## src/rtl/iob_ram_sp_be_bist.sv

```systemverilog
// BIST initiator for a single-port byte-enable RAM: full-word write pass, single-lane
// inverted overwrite pass, then pipelined read-back compare with first-failure capture.
module iob_ram_sp_be_bist #(
  parameter int DATA_W = 32,
  parameter int ADDR_W = 4,
  parameter int SEED   = 32
) (
  input  logic                clk_i,
  input  logic                arst_n_i,
  input  logic                start_i,
  output logic                busy_o,
  output logic                done_o,
  output logic                pass_o,
  output logic [ADDR_W-1:0]   err_addr_o,
  output logic                ram_en_o,
  output logic [DATA_W/8-1:0] ram_we_o,
  output logic [ADDR_W-1:0]   ram_addr_o,
  output logic [DATA_W-1:0]   ram_d_o,
  input  logic [DATA_W-1:0]   ram_d_i
);

  localparam int NB = DATA_W / 8;
  localparam int CNT_W = ADDR_W + 1;
  localparam logic [CNT_W-1:0] LAST = CNT_W'((2 ** ADDR_W) - 1);

  typedef enum logic [2:0] {IDLE, WR_FULL, WR_LANE, RD, DRAIN, DONE} state_t;

  state_t             state;
  logic [CNT_W-1:0]   cnt;
  logic [ADDR_W-1:0]  cnt_a;
  logic [ADDR_W-1:0]  cnt_a_inc;
  logic [ADDR_W-1:0]  cmp_addr;
  logic               cmp_valid;
  logic               cmp_fail;

  function automatic logic [DATA_W-1:0] pat(input logic [ADDR_W-1:0] a);
    return DATA_W'(a) + DATA_W'(SEED);
  endfunction

  function automatic logic [NB-1:0] lane_we(input logic [ADDR_W-1:0] a);
    return NB'(1) << (int'(a) % NB);
  endfunction

  // Final word content: the lane written in the second pass holds the inverted byte.
  function automatic logic [DATA_W-1:0] expect_word(input logic [ADDR_W-1:0] a);
    return pat(a) ^ (DATA_W'(8'hFF) << (8 * (int'(a) % NB)));
  endfunction

  assign cnt_a     = cnt[ADDR_W-1:0];
  assign cnt_a_inc = cnt_a + ADDR_W'(1);

  // Read data lags the address by one cycle, so RD compares the previous address
  // and DRAIN picks up the last one.
  always_comb begin
    cmp_valid = 1'b0;
    cmp_addr  = cnt_a - ADDR_W'(1);
    if (state == DRAIN) begin
      cmp_valid = 1'b1;
      cmp_addr  = '1;
    end else if (state == RD && cnt != '0) begin
      cmp_valid = 1'b1;
    end
  end

  assign cmp_fail = cmp_valid && (ram_d_i != expect_word(cmp_addr));

  // All RAM and status outputs are loaded together with the state they belong to.
  always_ff @(posedge clk_i or negedge arst_n_i) begin
    if (!arst_n_i) begin
      state      <= IDLE;
      cnt        <= '0;
      busy_o     <= 1'b0;
      done_o     <= 1'b0;
      pass_o     <= 1'b0;
      err_addr_o <= '0;
      ram_en_o   <= 1'b0;
      ram_we_o   <= '0;
      ram_addr_o <= '0;
      ram_d_o    <= '0;
    end else if (cmp_fail) begin
      state      <= DONE;
      busy_o     <= 1'b0;
      done_o     <= 1'b1;
      pass_o     <= 1'b0;
      err_addr_o <= cmp_addr;
      ram_en_o   <= 1'b0;
      ram_we_o   <= '0;
      ram_addr_o <= '0;
      ram_d_o    <= '0;
    end else begin
      case (state)
        IDLE, DONE: begin
          if (start_i) begin
            state      <= WR_FULL;
            cnt        <= '0;
            busy_o     <= 1'b1;
            done_o     <= 1'b0;
            pass_o     <= 1'b0;
            err_addr_o <= '0;
            ram_en_o   <= 1'b1;
            ram_we_o   <= '1;
            ram_addr_o <= '0;
            ram_d_o    <= pat('0);
          end
        end
        WR_FULL: begin
          if (cnt == LAST) begin
            state      <= WR_LANE;
            cnt        <= '0;
            ram_we_o   <= lane_we('0);
            ram_addr_o <= '0;
            ram_d_o    <= ~pat('0);
          end else begin
            cnt        <= cnt + CNT_W'(1);
            ram_addr_o <= cnt_a_inc;
            ram_d_o    <= pat(cnt_a_inc);
          end
        end
        WR_LANE: begin
          if (cnt == LAST) begin
            state      <= RD;
            cnt        <= '0;
            ram_we_o   <= '0;
            ram_addr_o <= '0;
            ram_d_o    <= '0;
          end else begin
            cnt        <= cnt + CNT_W'(1);
            ram_we_o   <= lane_we(cnt_a_inc);
            ram_addr_o <= cnt_a_inc;
            ram_d_o    <= ~pat(cnt_a_inc);
          end
        end
        RD: begin
          if (cnt == LAST) begin
            state      <= DRAIN;
            cnt        <= '0;
            ram_en_o   <= 1'b0;
            ram_addr_o <= '0;
          end else begin
            cnt        <= cnt + CNT_W'(1);
            ram_addr_o <= cnt_a_inc;
          end
        end
        DRAIN: begin
          state      <= DONE;
          busy_o     <= 1'b0;
          done_o     <= 1'b1;
          pass_o     <= 1'b1;
          err_addr_o <= '0;
        end
        default: state <= IDLE;
      endcase
    end
  end

endmodule

```

## config.mk

```make
export PLATFORM = sky130hd
export DESIGN_NAME = iob_ram_sp_be_bist
export DESIGN_NICKNAME = d
export VERILOG_FILES = /design/src/rtl/iob_ram_sp_be_bist.sv
export SDC_FILE = /design/constraint.sdc
export NUM_CORES = 1
export LEC_CHECK = 0
export CAP_MARGIN = 20
export CORE_AREA = 3 3 73 75
export CTS_BUF_LIST = sky130_fd_sc_hd__clkbuf_2 sky130_fd_sc_hd__clkbuf_4 sky130_fd_sc_hd__clkbuf_8
export DETAILED_ROUTE_END_ITERATION = 10
export DIE_AREA = 0 0 76 78
export PLACE_DENSITY_LB_ADDON = 0.15
export RECOVER_POWER = 100
export SLEW_MARGIN = 25
export SYNTH_ARGS = -nofsm -noshare
export SYNTH_HDL_FRONTEND = slang
export SYNTH_SLANG_ARGS = --single-unit
```

## constraint.sdc

```tcl
create_clock -name clk_i -period 3.4 [get_ports clk_i]
set_input_delay 0.51 -clock clk_i [delete_from_list [all_inputs] [get_ports clk_i]]
set_output_delay 0.51 -clock clk_i [all_outputs]
set_load 0.01 [all_outputs]
```

==> impl_results.md, run 1 <==
- Outcome: complete, but fails checks
- Failing checks: max-capacitance violations, max-slew violations
- Initial core utilization: 46.23%
- VDD IR max: 0.5114 mV
- # rows: 25
- Final slew viol count: 31
- I/O Buffers: 82
- N_diodes: 0
- Syn_nets: 299
- First-pass GRT wire length: 9.418 mm
- Worst setup margin: 436.2 ps
- Yosys cell types: 53
- Antenna-violating nets left: 0
- Crit end category: flop
- WL final: 5.542 mm
- CTS resizes: 0
- CTS tree: built
- Max FO, Critical Path: 8
- Power per Cell Area: 808.1 nW/um^2
- Max-cap violations: 1
- Htree depth: 2
- Vias post-DR: 2041
- CTS Buf Count: 5
- Worst Skew: 2.634 ps
- Post-synth top area share: 34.38%
- Layout area overhead: 35.19%
- Hold path startpoint: err_addr_o[2]
- Slew HR: -8.581%
- Die area: 5928 sq um
- CP most frequent cell: and3_1
- Chip Height: 78 um
- Crit path launch: cnt[1]
- GRT Util Overall: 19.05%
- Ratio of final minimum period to clock period: 87.17%
- CP max-delay cell: dfrtp_1
- Critical R2R Launch: cnt[1]
- Share of layout cells above drive strength 1: 6.646%
- Number of synthesized flops with an enable pin: 0
- Reg2Reg Depth: 11
- Initial antenna violation count: 0
- Slew @ Worst Pin: 1629 ps
- RSZ-0062 raised after global routing: no
- Leakage dissipation: 0.001320 uW
- Setup TNS: 0 ps
- WL/cell: 14.47 um
- Tmin final: 2964 ps
- Clk buf depth: 2
- Startpoint types: flop
- Final RePlAce weighted congestion: 0.8124
- Pre-antenna DRT Iters: 4
- Async SR Flop Fraction: 100.0%
- Post-DR vias/cell: 5.329
- Final Hold Fails: 0
- Mean post-synth cell area: 8.463 sq um
- Post-Syn Area: 2183 sq um
- CP required: 3560 ps
- GRT overflow: 0
- Worst hold path type: flop to flop
- Ys flop type: dfrtp_1
- Register area share after synthesis: 34.38%
- Synth top cells by count: 30 x dfrtp_1, 28 x buf_4, 28 x o21ai_0
- Final Setup Violations: 0
- Utilization after layout: 62.49%
- Clk_lat worst skew: 280 ps
- CTS sink count: 30
- # IOs: 83
- Critical-path cell list: inv_1 > ha_1 > buf_4 > and3_1 > a211oi_1 > mux2i_1 > and4bb_1 > and3_1 > nor2_1 > a21boi_4 > mux2_1
- #FFs+latches synth: 30
- Post-cts hold buffer count: 0
- Data arrival, critical path: 3130 ps
- DRC: 0
- Clock slew at reported path FFs: 70 ps
- Cells after Synth: 258
- Max Fclk: 337.4 MHz
- Largest net degree at the start of global routing: 31
- Placement Setup Slack: 437.7 ps
- # nets final: 356
- Initial DRC Count: 111
- Ys Warns: 0
- Area contributors post-synth: dfrtp_1 34%, buf_4 9.6%, o21ai_0 6.4%, nor2_1 4.1%, nand2_1 3.6%
- Hold path depth: 2
- Die Wd: 76 um
- Cell with the most instances after synthesis: dfrtp_1
- Area leader, netlist: dfrtp_1
- Hpwl dp: 4.176 mm
- Slowest stage delay, CP: 460 ps
- Vias in the first global route: 1930
- Crit Path Class: flop to flop
- CTS Root Cell: clkbuf_8
- # Post-CTS Setup Buffers: 0
- Area of the core: 4723 sq um
[flip-flops by register name (all words and copies together) (netlist names)]
name / flops
ram_d_o: 6
cnt: 5
err_addr_o: 4
ram_addr_o: 4
ram_we_o: 4
state: 3
busy_o: 1
done_o: 1
pass_o: 1
ram_en_o: 1
[routing by layer]
layer	vias up	track usage (%)	wire length, um
met1	953	26.33	2610
met4	0	3.261	40
met2	61	31.12	2568
li1	1022	-	-
met3	5	4.176	324
met5	-	0	0
[area by class of cell]
| class | count | area, sq um |
|---|---|---|
| Fill cell | 434 | 1772 |
| Multi-Input combinational cell | 182 | 1126 |
| Timing Repair Buffer | 89 | 869.6 |
| Sequential cell | 30 | 750.7 |
| Tap cell | 67 | 83.83 |
| Clock buffer | 6 | 82.58 |
| Inverter | 7 | 26.28 |
| Clock inverter | 2 | 12.51 |
[kinds of logic after synthesis]
kind of cell / share of synthesized area, %
xor+xnor: 1.605
buf+inv: 13.30
compound gates: 22.64
simple gates: 22.06
flops: 34.38
fa+ha+maj: 3.438
mux: 2.579
[worst paths after layout]
path / slack (ps) / to
max: 440 / ram_we_o[3]
min: 460 / err_addr_o[2]
max reg2reg: 440 / ram_we_o[3]
min reg2reg: 460 / err_addr_o[2]
max in group asynchronous: 1280 / ram_we_o[0]
min in group asynchronous: 1180 / ram_addr_o[0]
[layout by cell type (no fill, tap or decap), types with 6 or more instances in the layout]
| cell | instances |
|---|---|
| dfrtp_1 | 30 |
| a21oi_1 | 15 |
| nor2_1 | 25 |
| inv_1 | 7 |
| o21ai_0 | 28 |
| dlygate4sd3_1 | 49 |
| buf_4 | 6 |
| nor4_1 | 8 |
| nand4_1 | 6 |
| clkbuf_8 | 6 |
| nand2_1 | 21 |
| ha_1 | 6 |
| clkdlybuf4s50_1 | 33 |
[metrics by stage]
stage	std cells	hold WS, ps	power [uW]	cell area (sq um)
2_1_floorplan	258	214.4	1672	2183
6_report	383	460.7	2385	2952
3_5_place_dp	375	455.4	2190	2877
5_1_grt	383	485.9	2608	2952
4_1_cts	383	471.5	2504	2972
3_3_place_gp	375	457.2	2177	2877
[worst max-delay path, delay by kind of cell, from the launching register on]
kind,cells,cell delay (ps)
flip-flops,1,460
AO/OA/AOI/OAI,2,490
adder cells (fa/ha/maj),1,320
buffers and inverters,2,280
AND/OR/NAND/NOR,4,730
multiplexers,2,550
[power breakdown]
| group | switching, uW | total (uW) | internal [uW] |
|---|---|---|---|
| sequential | 121 | 632 | 511 |
| combinational | 758 | 1450 | 693 |
| clock | 139 | 302 | 162 |
| total | 1020 | 2390 | 1370 |
No activity file was read; power rests on OpenSTA's default activity.
==> run 2: changes to the inputs <==
--- a/config.mk
+++ b/config.mk
@@ -12,7 +12,7 @@
 export DIE_AREA = 0 0 76 78
 export PLACE_DENSITY_LB_ADDON = 0.15
 export RECOVER_POWER = 100
-export SLEW_MARGIN = 25
+export SLEW_MARGIN = 30
 export SYNTH_ARGS = -nofsm -noshare
 export SYNTH_HDL_FRONTEND = slang
 export SYNTH_SLANG_ARGS = --single-unit
==> constraint.sdc (replaced) <==
create_clock -name clk_i -period 3.4 [get_ports clk_i]
set_input_delay 0.51 -clock clk_i [delete_from_list [all_inputs] [get_ports clk_i]]
set_output_delay 0.51 -clock clk_i [all_outputs]
set_load 0.1 [all_outputs]
==> run 2 against run 1 <==
The run still ends with max-capacitance violations, max-slew violations left. Clock-buffer cell count unchanged. Utilization down 3.6 points. Final cell count down 0.26%. Routed wire length up 4.9%. Fmax down 2.1%. First-iteration DRC count up 61%. Die area unchanged. Via count up 4.1%.
==> impl_results.md, run 2 (synthesis gave the netlist of run 1 again) <==
- Max-cap violations: 1 (unchanged)
- Vias post-DR: 2124 (+4.1%)
- Clk buf depth: 2 (unchanged)
- Startpoint types: flop
- Slew @ Worst Pin: 1689 ps (+60.02 ps)
- Largest net degree at the start of global routing: 31 (unchanged)
- Post-DR vias/cell: 5.560 (+4.3%)
- First-pass GRT wire length: 9.715 mm (+3.2%)
- Biggest regs: ram_d_o x6, cnt x5
- Antenna-violating nets left: 0 (unchanged)
- GRT Util Overall: 19.98% (+0.93 points)
- N_diodes: 0 (unchanged)
- Max Fclk: 330.2 MHz (-2.1%)
- Initial antenna violation count: 0 (unchanged)
- # Post-CTS Setup Buffers: 0 (unchanged)
- FILL cells: 454 (+4.6%)
- Commonest non-fill, non-tap cells in the layout: 33 x clkdlybuf4s50_1, 30 x dfrtp_1, 28 x o21ai_0, 28 x clkbuf_1, 25 x nor2_1
- Layout area overhead: 27.45%
- Ratio of final minimum period to clock period: 89.06% (+1.9 points)
- Cell Count, Final, Fillers Out: 382 (-0.26%)
- Tmin final: 3028 ps (+64.24 ps)
- Data arrival, critical path: 3200 ps (+70 ps)
- Final Setup Violations: 0 (unchanged)
- # nets final: 357 (+0.28%)
- Area of the core: 4723 sq um (unchanged)
- WL/cell: 15.21 um (+5.1%)
- Final Hold Fails: 0 (unchanged)
- CP required: 3570 ps (about the same)
- Die Wd: 76 um (unchanged)
- DP Cell Count: 376 (+0.27%)
- RSZ-0062 raised after global routing: no
- CTS Root Cell: clkbuf_8
- Most common cell after layout, fill and taps aside: clkdlybuf4s50_1
- Max FO, Critical Path: 8 (unchanged)
- Setup TNS: 0 ps (unchanged)
- DRC: 0 (unchanged)
- CTS sink count: 30 (unchanged)
- CTS Buf Count: 5 (unchanged)
- Hpwl dp: 4.340 mm (+3.9%)
- Htree depth: 2 (unchanged)
- Outcome: complete, but fails checks
- Final RePlAce weighted congestion: 0.8404 (+3.4%)
- Slew HR: -12.58% (-4.0 points)
- Worst Skew: 9.396 ps (+6.762 ps)
- # rows: 25 (unchanged)
- Initial DRC Count: 179 (+61%)
- Clk_lat worst skew: 290 ps (about the same)
- WL final: 5.812 mm (+4.9%)
- Chip Height: 78 um (unchanged)
- Crit end category: flop
- Pre-antenna DRT Iters: 4 (unchanged)
- Top reg by flops: ram_d_o
- Crit Path Class: flop to flop
- Share of layout cells above drive strength 1: 6.667% (+0.021 points)
- # IOs: 83 (unchanged)
- CTS tree: built
- Final slew viol count: 31 (unchanged)
- Post-cts hold buffer count: 0 (unchanged)
- CTS resizes: 0 (unchanged)
- Initial core utilization: 46.23% (unchanged)
- Vias in the first global route: 2022 (+4.8%)
- Max reg flops: 6 (unchanged)
- Die area: 5928 sq um (unchanged)
- I/O Buffers: 82 (unchanged)
- GRT overflow: 0 (unchanged)
- Worst hold path type: flop to flop
- Failing checks: max-capacitance violations, max-slew violations
- Clock slew at reported path FFs: 70 ps (about the same)
==> run 2: changes by cell type in the layout (fill, tap and decap cells not counted), sizes merged <==
| cell | delta |
|---|---|
| buf | +1 |
| clkbuf | +27 |
| clkinv | -1 |
| clkinvlp | -1 |
| dlygate4sd3 | -27 |
==> run 2: worst max-delay path, stage by stage, from the launching register on <==
cell and delay (ps):
dfrtp_1 460, inv_1 120, ha_1 320, buf_4 170
and3_1 140, a211oi_1 320, mux2i_1 220, and4bb_1 270
and3_1 220, nor2_1 110, a21boi_4 230, mux2_1 340
==> run 2: through the flow <==
| stage | cell area, sq um | setup WS, ps | utilization, % | hold WS [ps] |
|---|---|---|---|---|
| finish | 2783 | 371.9 | 58.91 | 455.9 |
| global route | 2783 | 233.7 | 58.91 | 503.7 |
| CTS | 2899 | 487.3 | 61.38 | 468.5 |
| detailed placement | 2816 | 398.8 | 59.63 | 456.0 |
| global placement | 2816 | 452.5 | 59.63 | 455.2 |
| floorplan | 2183 | 384.8 | - | 214.4 |
==> run 2: final timing paths <==
| path | from | to | slack, ps | cells after the start |
|---|---|---|---|---|
| min | err_addr_o[2] | err_addr_o[2] | 460 | 2 |
| max in group asynchronous | arst_n_i | ram_we_o[0] | 1220 | 2 |
| max reg2reg | cnt[1] | ram_we_o[3] | 370 | 11 |
| max | cnt[1] | ram_we_o[3] | 370 | 11 |
| min in group asynchronous | arst_n_i | err_addr_o[3] | 1200 | 2 |
| min reg2reg | err_addr_o[2] | err_addr_o[2] | 460 | 2 |
==> run 2: area by class of cell <==
| cell class | instances | area [sq um] | share of cell area, % |
|---|---|---|---|
| well taps | 67 | 83.83 | 3.013 |
| clock buffers | 6 | 82.58 | 2.968 |
| repair buffers | 90 | 708.2 | 25.45 |
| inverters | 7 | 26.28 | 0.9442 |
| flip-flops and latches | 30 | 750.7 | 26.98 |
| multi-input cells | 182 | 1131 | 40.65 |
==> run 2: routing by layer <==
layer  share of wire (%)  vias to the layer above  GRT usage [%]  wire, um
li1                    -                     1026              -         -
met1                  45                      999          26.07      2595
met2                  47                       91          32.27      2733
met3                 6.8                        8          5.336       398
met4                 1.5                        0          6.522        85
met5                   0                        -              0         0
Power of run 2 is not shown: default switching activity piles up to over one toggle a cycle in this logic, so the estimate is an artifact.
==> run 3: changes to the inputs <==
--- a/config.mk
+++ b/config.mk
@@ -6,10 +6,10 @@
 export NUM_CORES = 1
 export LEC_CHECK = 0
 export CAP_MARGIN = 20
-export CORE_AREA = 3 3 73 75
-export CTS_BUF_LIST = sky130_fd_sc_hd__clkbuf_2 sky130_fd_sc_hd__clkbuf_4 sky130_fd_sc_hd__clkbuf_8
+export CORE_AREA = 3 3 74 76
+export CTS_BUF_LIST = sky130_fd_sc_hd__clkbuf_16
 export DETAILED_ROUTE_END_ITERATION = 10
-export DIE_AREA = 0 0 76 78
+export DIE_AREA = 0 0 77 79
 export PLACE_DENSITY_LB_ADDON = 0.15
 export RECOVER_POWER = 100
 export SLEW_MARGIN = 30
==> run 3 against run 2 <==
The run still ends with max-capacitance violations, max-slew violations left. First-iteration DRC count grew 2.2%. Global-route usage shrank 0.19 points. Critical path depth fell by 1. Via count is 2.2% lower. Sequential share of layout area decreased by 0.66 points. Utilization increased by 0.69 points. Routed wire length rose by 0.21%. Sequential cell count did not move. Clock-buffer cell count is 1 lower. Hold slack gained 8.4 ps. Largest cell class unchanged.
==> impl_results.md, run 3 (synthesis gave the netlist of run 1 again) <==
- Reg2Reg Capture Point: ram_we_o[3]
- DRC: 0 (unchanged)
- Startpoint types: flop
- CP delay by family, top: compound AO/OA/AOI/OAI gates
- Post-DR vias/cell: 5.423 (-2.5%)
- # IOs: 83 (unchanged)
- Slew HR: -9.436% (+3.1 points)
- CP required: 3560 ps (about the same)
- Share of layout cells above drive strength 1: 6.646% (-0.021 points)
- Initial core utilization: 45.62% (-0.60 points)
- Hpwl dp: 4.398 mm (+1.4%)
- Placement Setup Slack: 403.1 ps (+4.315 ps)
- Worst Skew: 5.053 ps (-4.343 ps)
- Critical-path cell list: inv_1 > ha_1 > a21oi_1 > a211oi_1 > mux2i_1 > and4bb_1 > and3_1 > nor2_1 > a21boi_4 > mux2_1
- Top reg by flops: ram_d_o
- Area of the core: 4786 sq um (+1.3%)
- Data arrival, critical path: 3250 ps (+50 ps)
- Chip Height: 79 um (+1.3%)
- CTS sink count: 30 (unchanged)
- First-pass GRT wire length: 9.722 mm (about the same)
- # Post-CTS Setup Buffers: 0 (unchanged)
- Crit Path Class: flop to flop
- R2R Setup Slk: 310 ps (-60 ps)
- Tmin final: 3090 ps (+62.32 ps)
- Crit end category: flop
- Max reg flops: 6 (unchanged)
- Worst Hold Slack: 464.3 ps (+8.368 ps)
- Max Fclk: 323.6 MHz (-2.0%)
- Final RePlAce weighted congestion: 0.8266 (-1.6%)
- Slowest stage delay, CP: 490 ps (+30 ps)
- Hold path depth: 2 (unchanged)
- RSZ-0062 raised after global routing: no
- Htree depth: 2 (unchanged)
- FILL cells: 481 (+5.9%)
- Setup TNS: 0 ps (unchanged)
- WL/cell: 15.21 um (about the same)
- Most common cell after layout, fill and taps aside: clkdlybuf4s50_1
- Clk_lat worst skew: 280 ps (about the same)
- Initial DRC Count: 183 (+2.2%)
- GRT Util Overall: 19.79% (-0.19 points)
- Clock slew at reported path FFs: 50 ps (-20 ps)
- Final slew viol count: 31 (unchanged)
- Post-cts hold buffer count: 0 (unchanged)
- CTS Buf Count: 5 (unchanged)
- Pre-antenna DRT Iters: 4 (unchanged)
- CTS resizes: 0 (unchanged)
- Worst hold path type: flop to flop
- Ratio of final minimum period to clock period: 90.89% (+1.8 points)
- Slew @ Worst Pin: 1642 ps (-47.20 ps)
- Max FO, Critical Path: 10 (+2)
- CTS Root Cell: clkbuf_16
- Die Wd: 77 um (+1.3%)
- CP max-delay cell: ha_1
- Largest net degree at the start of global routing: 31 (unchanged)
- Final Setup Violations: 0 (unchanged)
- # nets final: 356 (-0.28%)
- Vias post-DR: 2077 (-2.2%)
- N_diodes: 0 (unchanged)
- Antenna-violating nets left: 0 (unchanged)
- Die area: 6083 sq um (+2.6%)
- I/O Buffers: 82 (unchanged)
- # rows: 25 (unchanged)
- CTS tree: built
- CP bufs+invs: 1 (-1)
- GRT overflow: 0 (unchanged)
- Vias in the first global route: 2015 (-0.35%)
- Commonest non-fill, non-tap cells in the layout: 33 x clkdlybuf4s50_1, 30 x dfrtp_1, 28 x o21ai_0, 28 x clkbuf_1, 25 x nor2_1
- Reg2Reg Depth: 10 (-1)
- Final Hold Fails: 0 (unchanged)
- Hold Crit Endpoint: err_addr_o[2]
- Clk buf depth: 2 (unchanged)
- Outcome: complete, but fails checks
- Max-cap violations: 1 (unchanged)
- WL final: 5.824 mm (+0.21%)
- Layout area overhead: 30.66%
- Biggest regs: ram_d_o x6, cnt x5
- Initial antenna violation count: 0 (unchanged)
- Worst setup margin: 309.6 ps (-62.33 ps)
- Failing checks: max-capacitance violations, max-slew violations
- Hold path startpoint: err_addr_o[2]
- Critical R2R Launch: cnt[1]
## run 3: cell types whose count changed in the layout (fill, tap and decap cells not counted)
cell,before,now
clkbuf_16,0,5
clkbuf_8,6,0
nor3b_1,2,3
bufinv_16,0,1
nor3b_2,1,0
clkinv_2,0,2
buf_4,7,6
## run 3: routing by layer
metal	part of all wire [%]	wire length, um	track usage, %
met1	46	2672	26.88
met2	48	2775	31.45
met3	4.9	286	4.422
met4	1.5	89	6.406
met5	0	0	0
## run 3: final cells by class
type / instances / area (sq um) / area share [%]
clock buffers: 5 / 125.1 / 4.386
clock inverters: 3 / 40.04 / 1.404
inverters: 7 / 26.28 / 0.9211
multi-input cells: 182 / 1126 / 39.47
flip-flops and latches: 30 / 750.7 / 26.32
well taps: 67 / 83.83 / 2.939
repair buffers: 89 / 700.7 / 24.56
## run 3: worst max path at each step
stage / from / endpoint / cells past startpoint
final: cnt[1] / ram_we_o[3] / 10
after global routing: cnt[1] / ram_we_o[3] / 10
after CTS: cnt[1] / cnt[3] / 10
after detailed placement: cnt[1] / cnt[3] / 10
after global placement: cnt[1] / cnt[3] / 10
after floorplan: cnt[0] / ram_we_o[3] / 12
## run 3: per-stage QoR
stage | utilization [%] | instance area, sq um | std cells
5_1_grt | 59.61 | 2853 | 383
3_3_place_gp | 58.69 | 2809 | 375
6_report | 59.61 | 2853 | 383
3_5_place_dp | 58.69 | 2809 | 375
4_1_cts | 62.14 | 2974 | 383
2_1_floorplan | - | 2183 | 258
## run 3: worst register-to-register path, stage by stage, from the launching register on
cell and delay (ps):
dfrtp_1 450, inv_1 120, ha_1 490, a21oi_1 120, a211oi_1 390, mux2i_1 220, and4bb_1 270, and3_1 230
nor2_1 120, a21boi_4 240, mux2_1 340
Power of run 3 is left out for the same reason.
